--- src/rtl/gate_tester_if.sv ---
// Gate-side link of the tester: the tester drives a/b and observes c.
// master = tester, slave = gate under test.
interface gate_tester_if;
    logic dut_a;
    logic dut_b;
    logic dut_c;

    modport master (output dut_a, output dut_b, input dut_c);
    modport slave  (input dut_a, input dut_b, output dut_c);
endinterface

--- src/rtl/gate_tester.sv ---
// Walks the four {a,b} vectors into a 2-input gate and checks c against EXPECT.
// Latency: 4*(SETTLE+1) busy cycles, then a 1-cycle done pulse.
// Backpressure: start is only accepted in IDLE; it is ignored in WAIT and DONE.
module gate_tester #(
    parameter logic [3:0]  EXPECT = 4'b0001,
    parameter int unsigned SETTLE = 2
) (
    input  logic                 clk,
    input  logic                 rst,
    input  logic                 start,
    gate_tester_if.master        gate,
    output logic                 busy,
    output logic                 done,
    output logic                 pass,
    output logic [2:0]           err_count,
    output logic [3:0]           fail_vec
);

    localparam logic [7:0] SETTLE_CNT = 8'(SETTLE);

    typedef enum logic [1:0] {IDLE, WAIT, DONE} state_t;

    state_t     state;
    logic [1:0] vec;
    logic [7:0] cnt;
    logic       mismatch;
    logic [2:0] err_nxt;
    logic [3:0] fail_nxt;

    // Result of the sample taken this cycle, folded into the running tallies.
    always_comb begin
        mismatch = gate.dut_c != EXPECT[vec];
        err_nxt  = err_count + {2'b00, mismatch};
        fail_nxt = fail_vec;
        if (mismatch) fail_nxt[vec] = 1'b1;
    end

    always_ff @(posedge clk) begin
        if (rst) begin
            state      <= IDLE;
            vec        <= 2'd0;
            cnt        <= 8'd0;
            gate.dut_a <= 1'b0;
            gate.dut_b <= 1'b0;
            busy       <= 1'b0;
            done       <= 1'b0;
            pass       <= 1'b0;
            err_count  <= 3'd0;
            fail_vec   <= 4'd0;
        end else begin
            case (state)
                IDLE: begin
                    done <= 1'b0;
                    if (start) begin
                        state      <= WAIT;
                        busy       <= 1'b1;
                        vec        <= 2'd0;
                        gate.dut_a <= 1'b0;
                        gate.dut_b <= 1'b0;
                        cnt        <= SETTLE_CNT;
                        err_count  <= 3'd0;
                        fail_vec   <= 4'd0;
                        pass       <= 1'b0;
                    end
                end
                WAIT: begin
                    if (cnt != 8'd0) begin
                        cnt <= cnt - 8'd1;
                    end else begin
                        err_count <= err_nxt;
                        fail_vec  <= fail_nxt;
                        if (vec == 2'd3) begin
                            // pass must include the final vector's verdict
                            state <= DONE;
                            busy  <= 1'b0;
                            done  <= 1'b1;
                            pass  <= (err_nxt == 3'd0);
                        end else begin
                            vec        <= vec + 2'd1;
                            {gate.dut_a, gate.dut_b} <= vec + 2'd1;
                            cnt        <= SETTLE_CNT;
                        end
                    end
                end
                DONE: begin
                    state <= IDLE;
                    done  <= 1'b0;
                end
                default: begin
                    state <= IDLE;
                    busy  <= 1'b0;
                    done  <= 1'b0;
                end
            endcase
        end
    end

endmodule
--- src/flat_wrapper.sv ---
// flat-port wrapper written by rule: the top's interface ports become plain ports
module gate_tester_flat 
#(
    parameter logic [3:0]  EXPECT = 4'b0001,
    parameter int unsigned SETTLE = 2
)
  (clk, rst, start, busy, done, pass, err_count, fail_vec, gate_dut_a, gate_dut_b, gate_dut_c);
  gate_tester_if gate_i ();
  input  logic clk;
  input  logic rst;
  input  logic start;
  output logic busy;
  output logic done;
  output logic pass;
  output logic [2:0] err_count;
  output logic [3:0] fail_vec;
  output wire logic [$bits(gate_i.dut_a)-1:0] gate_dut_a;
  output wire logic [$bits(gate_i.dut_b)-1:0] gate_dut_b;
  input wire logic [$bits(gate_i.dut_c)-1:0] gate_dut_c;
  assign gate_dut_a = gate_i.dut_a;
  assign gate_dut_b = gate_i.dut_b;
  assign gate_i.dut_c = gate_dut_c;
  gate_tester #(.EXPECT(EXPECT), .SETTLE(SETTLE)) u_core (.clk(clk), .rst(rst), .start(start), .gate(gate_i), .busy(busy), .done(done), .pass(pass), .err_count(err_count), .fail_vec(fail_vec));
endmodule
--- config.mk ---
export PLATFORM = sky130hd
export DESIGN_NAME = gate_tester_flat
export DESIGN_NICKNAME = d
export VERILOG_FILES = /design/src/rtl/gate_tester_if.sv /design/src/rtl/gate_tester.sv /design/src/flat_wrapper.sv
export SDC_FILE = /design/constraint.sdc
export NUM_CORES = 1
export LEC_CHECK = 0
export BUFFER_PORTS_ARGS = -buffer_cell sky130_fd_sc_hd__buf_2
export CAP_MARGIN = 25
export CORE_MARGIN = 3
export CORE_UTILIZATION = 55
export CTS_BUF_LIST = sky130_fd_sc_hd__clkbuf_8
export DETAILED_ROUTE_END_ITERATION = 10
export GPL_TIMING_DRIVEN = 1
export PLACE_DENSITY = 0.77
export SYNTH_ARGS = -nofsm -noshare
export SYNTH_HDL_FRONTEND = slang
export SYNTH_SLANG_ARGS = --single-unit
--- constraint.sdc ---
create_clock -name clk -period 2.95 [get_ports clk]
set_input_delay 0.4425 -clock clk [delete_from_list [all_inputs] [get_ports clk]]
set_output_delay 0.4425 -clock clk [all_outputs]
set_load 0.01 [all_outputs]
==> results_dict.tcl <==
set metrics [dict create \
    synth-seq-cells 22 \
    ys_seq_area_share_pct 38.3 \
    crit_family "adder cells" \
    drc 0 \
    maxCapViolCount 0 \
    grt_start_max_net_pins 16 \
    setup_viol 0 \
    dp_cells 168 \
    grt_first_pass_wirelength_um 4370 \
    clock_skew_ns 0.0105 \
    relSlewSlack_pct 66.3 \
    worstSetupPathDepth 7 \
    fin_tns_setup_ns 0 \
    cts_max_level 1 \
    wl_um 2500 \
    ys_warn_count 0 \
    pin_count 16 \
    portBuffers 15 \
    antenna_found_initial 0 \
    slowest_delay_ns 0.51 \
    crit_path_start_kind "flop" \
    antenna_cells 0 \
    synth_fp_nets 142 \
    cp-end-kind "flop" \
    num-fill-cells 152 \
    detail_route.wl_per_cell_um 14.6 \
    chipWidth_um 51.8 \
    cts_hold_buf 0 \
    cts_setup_buffers 0 \
    cts.sinks 22 \
    vias 1055 \
    drtAntennaViolNets 0 \
    path_class "reg -> reg" \
    fin_crit_sh_pct 80.0 \
    path_buf_inv 1 \
    finalWeightedCongestion 0.763 \
    drt_iter0_drc 16 \
    fmax_mhz 424 \
    clk_pin_slew_ns 0.09 \
    synthDistinctLibCells 37 \
    start_util_pct 62.6 \
    syn2layout_area_growth_pct 14.0 \
    crit_top_cell "ha_1" \
    avgSynthCellArea_sq_um 8.79 \
    ir_drop_mv 0.447 \
    syn_area_sq_mm 0.00115 \
    hold_violations 0 \
    dp_hpwl_um 1730 \
    die_h_um 51.8 \
    rsz0062_at_grt "no" \
    dieArea_sq_mm 0.00268 \
    hp-class "reg -> reg" \
    status "completed" \
    fin_nets 159 \
    clk_path_buf_depth 2 \
    drive_gt1_share_pct 19.0 \
    cp.arrival_ns 2.53 \
    hold_depth 2 \
    path_max_fanout 5 \
    firstDrtPassIters 4 \
    p_per_area_mw_per_mm2 601 \
    p_leak_nw 0.550 \
    synthCells 131 \
    grt_pass1_vias 971 \
    cts_root_buf "clkbuf_8" \
    cts.repair.resized 0 \
    worstPathCellList "inv_1 -> ha_1 -> xor2_1 -> ha_1 -> ha_1 -> or4_1 -> o41ai_1" \
    placed_area_sq_mm 0.00124 \
    slew_violations 0 \
    track_usage_pct 21.4 \
    vias_per_cell 6.13 \
    grt-ovfl-total 0 \
    whs_ns 0.485 \
    row_count 15 \
    worstSkewPairLatency_ns 0.27 \
    postLayoutCellArea_sq_mm 0.00131 \
    core_area_sq_mm 0.00184 \
    slowest_stage "or4_1" \
    period_minus_slack_ns 2.36 \
    fin_cells 172 \
    cp_data_required_time_ns 3.12 \
    r2r_cells 7 \
    cts_made_buffers 3 \
    tritoncts "built" \
    tightest_slew_ns 0.502 \
]
## per-stage QoR
step / worst slack [ns] / util (%) / power [mW]
floorplan: 0.717 / - / 0.468
global placement: 0.724 / 67.5 / 0.504
detailed placement: 0.628 / 67.5 / 0.508
CTS: 0.596 / 71.4 / 0.790
global route: 0.361 / 71.4 / 0.829
finish: 0.591 / 71.4 / 0.789
## report_power, final
group / switching [mW] / internal, mW
clock network: 0.103 / 0.181
registers: 0.0258 / 0.316
logic: 0.0918 / 0.0714
## final cells by class
class	count	area, sq um	share of cell area [%]
clock buffers	3	41.3	3.15
clock inverters	1	30.0	2.29
inverters	9	33.8	2.57
multi-input cells	96	653	49.8
flip-flops and latches	22	440	33.6
well taps	25	31.3	2.38
repair buffers	16	82.6	6.29
## Yosys cell counts (all sizes together)
cell    number  area share (%)
nor3b        1            0.65
nand3        2            0.87
or3b         1            0.98
a41oi        1            0.76
nand2        1            0.33
o21bai       1            0.65
xor2         2             1.5
nor4         3             2.9
nor2b        3             1.6
clkinv       1            0.33
a311o        1            0.98
a21boi       1            0.65
xnor2        1            0.76
o41ai        1            0.76
a31oi        5             2.7
nand4        2             1.1
a21oi       16             7.0
a211oi       2             1.3
o21ai       12             5.2
nor2        10             3.3
nor4bb       1             1.4
nor3         3             1.3
ha           7             7.6
clkbuf       1            0.33
and3         1            0.54
nand2b       2             1.1
o31ai        1            0.65
dfxtp       22              38
or3          6             3.3
or4          5             3.3
o21ba        1            0.87
inv          8             2.6
a41o         2             2.0
buf          3             1.7
a31o         1            0.76
## kinds of logic after synthesis
group,after synthesis,share of synthesized area [%]
compound gates,45,24.2
simple gates,41,22.6
flops,22,38.3
buf+inv,13,5.00
fa+ha+maj,7,7.61
xor+xnor,3,2.28
## worst paths after layout
| path | start | to | slack, ns |
|---|---|---|---|
| setup / recovery | u_core.gate.dut_b$_SDFFE_PP0P_ | u_core.pass$_SDFFE_PP0P_ | 0.59 |
| hold / removal | u_core.fail_vec[0]$_SDFFE_PP0P_ | u_core.fail_vec[0]$_SDFFE_PP0P_ | 0.49 |
| setup reg to reg | u_core.gate.dut_b$_SDFFE_PP0P_ | u_core.pass$_SDFFE_PP0P_ | 0.59 |
| hold reg to reg | u_core.fail_vec[0]$_SDFFE_PP0P_ | u_core.fail_vec[0]$_SDFFE_PP0P_ | 0.49 |
## cell usage in the layout (no fill, tap or decap), types with 2 or more instances in the layout
cell type,n
a211oi_1,2
a21oi_1,16
a31oi_1,5
a41o_2,2
buf_2,15
clkbuf_8,3
dfxtp_1,22
ha_1,7
inv_1,8
nand2b_1,2
nand3_1,2
nand4_1,2
nor2_1,10
nor2b_1,3
nor3_1,3
nor4_1,2
o21ai_0,12
or3_1,6
or4_1,5
xor2_1,2
## registers in the layout, summed over array words and instances, names as in the netlist
signal             flops
u_core.cnt             8
u_core.fail_vec        4
u_core.err_count       3
u_core.state           2
u_core.busy            1
u_core.done            1
u_core.gate.dut_b      1
u_core.pass            1
u_core.vec             1
## worst reg2reg max path, delay by kind of cell, from the launching register on
kind,cells,cell delay (ns)
adders and majority gates,3,0.71
and+or+nand+nor,1,0.51
DFF,1,0.41
AOI/OAI and AO/OA,1,0.35
xor gates and xnor gates,1,0.18
buffers and inverters,1,0.11
## per-layer routing
metal  GRT usage [%]  up-vias  part of all wire, %
li1                -      525                    -
met1            29.3      501                   48
met2            33.1       24                   46
met3            4.30        5                  4.6
met4            7.86        0                  1.5
met5               0        -                    0
(Power assumes the default switching activity.)
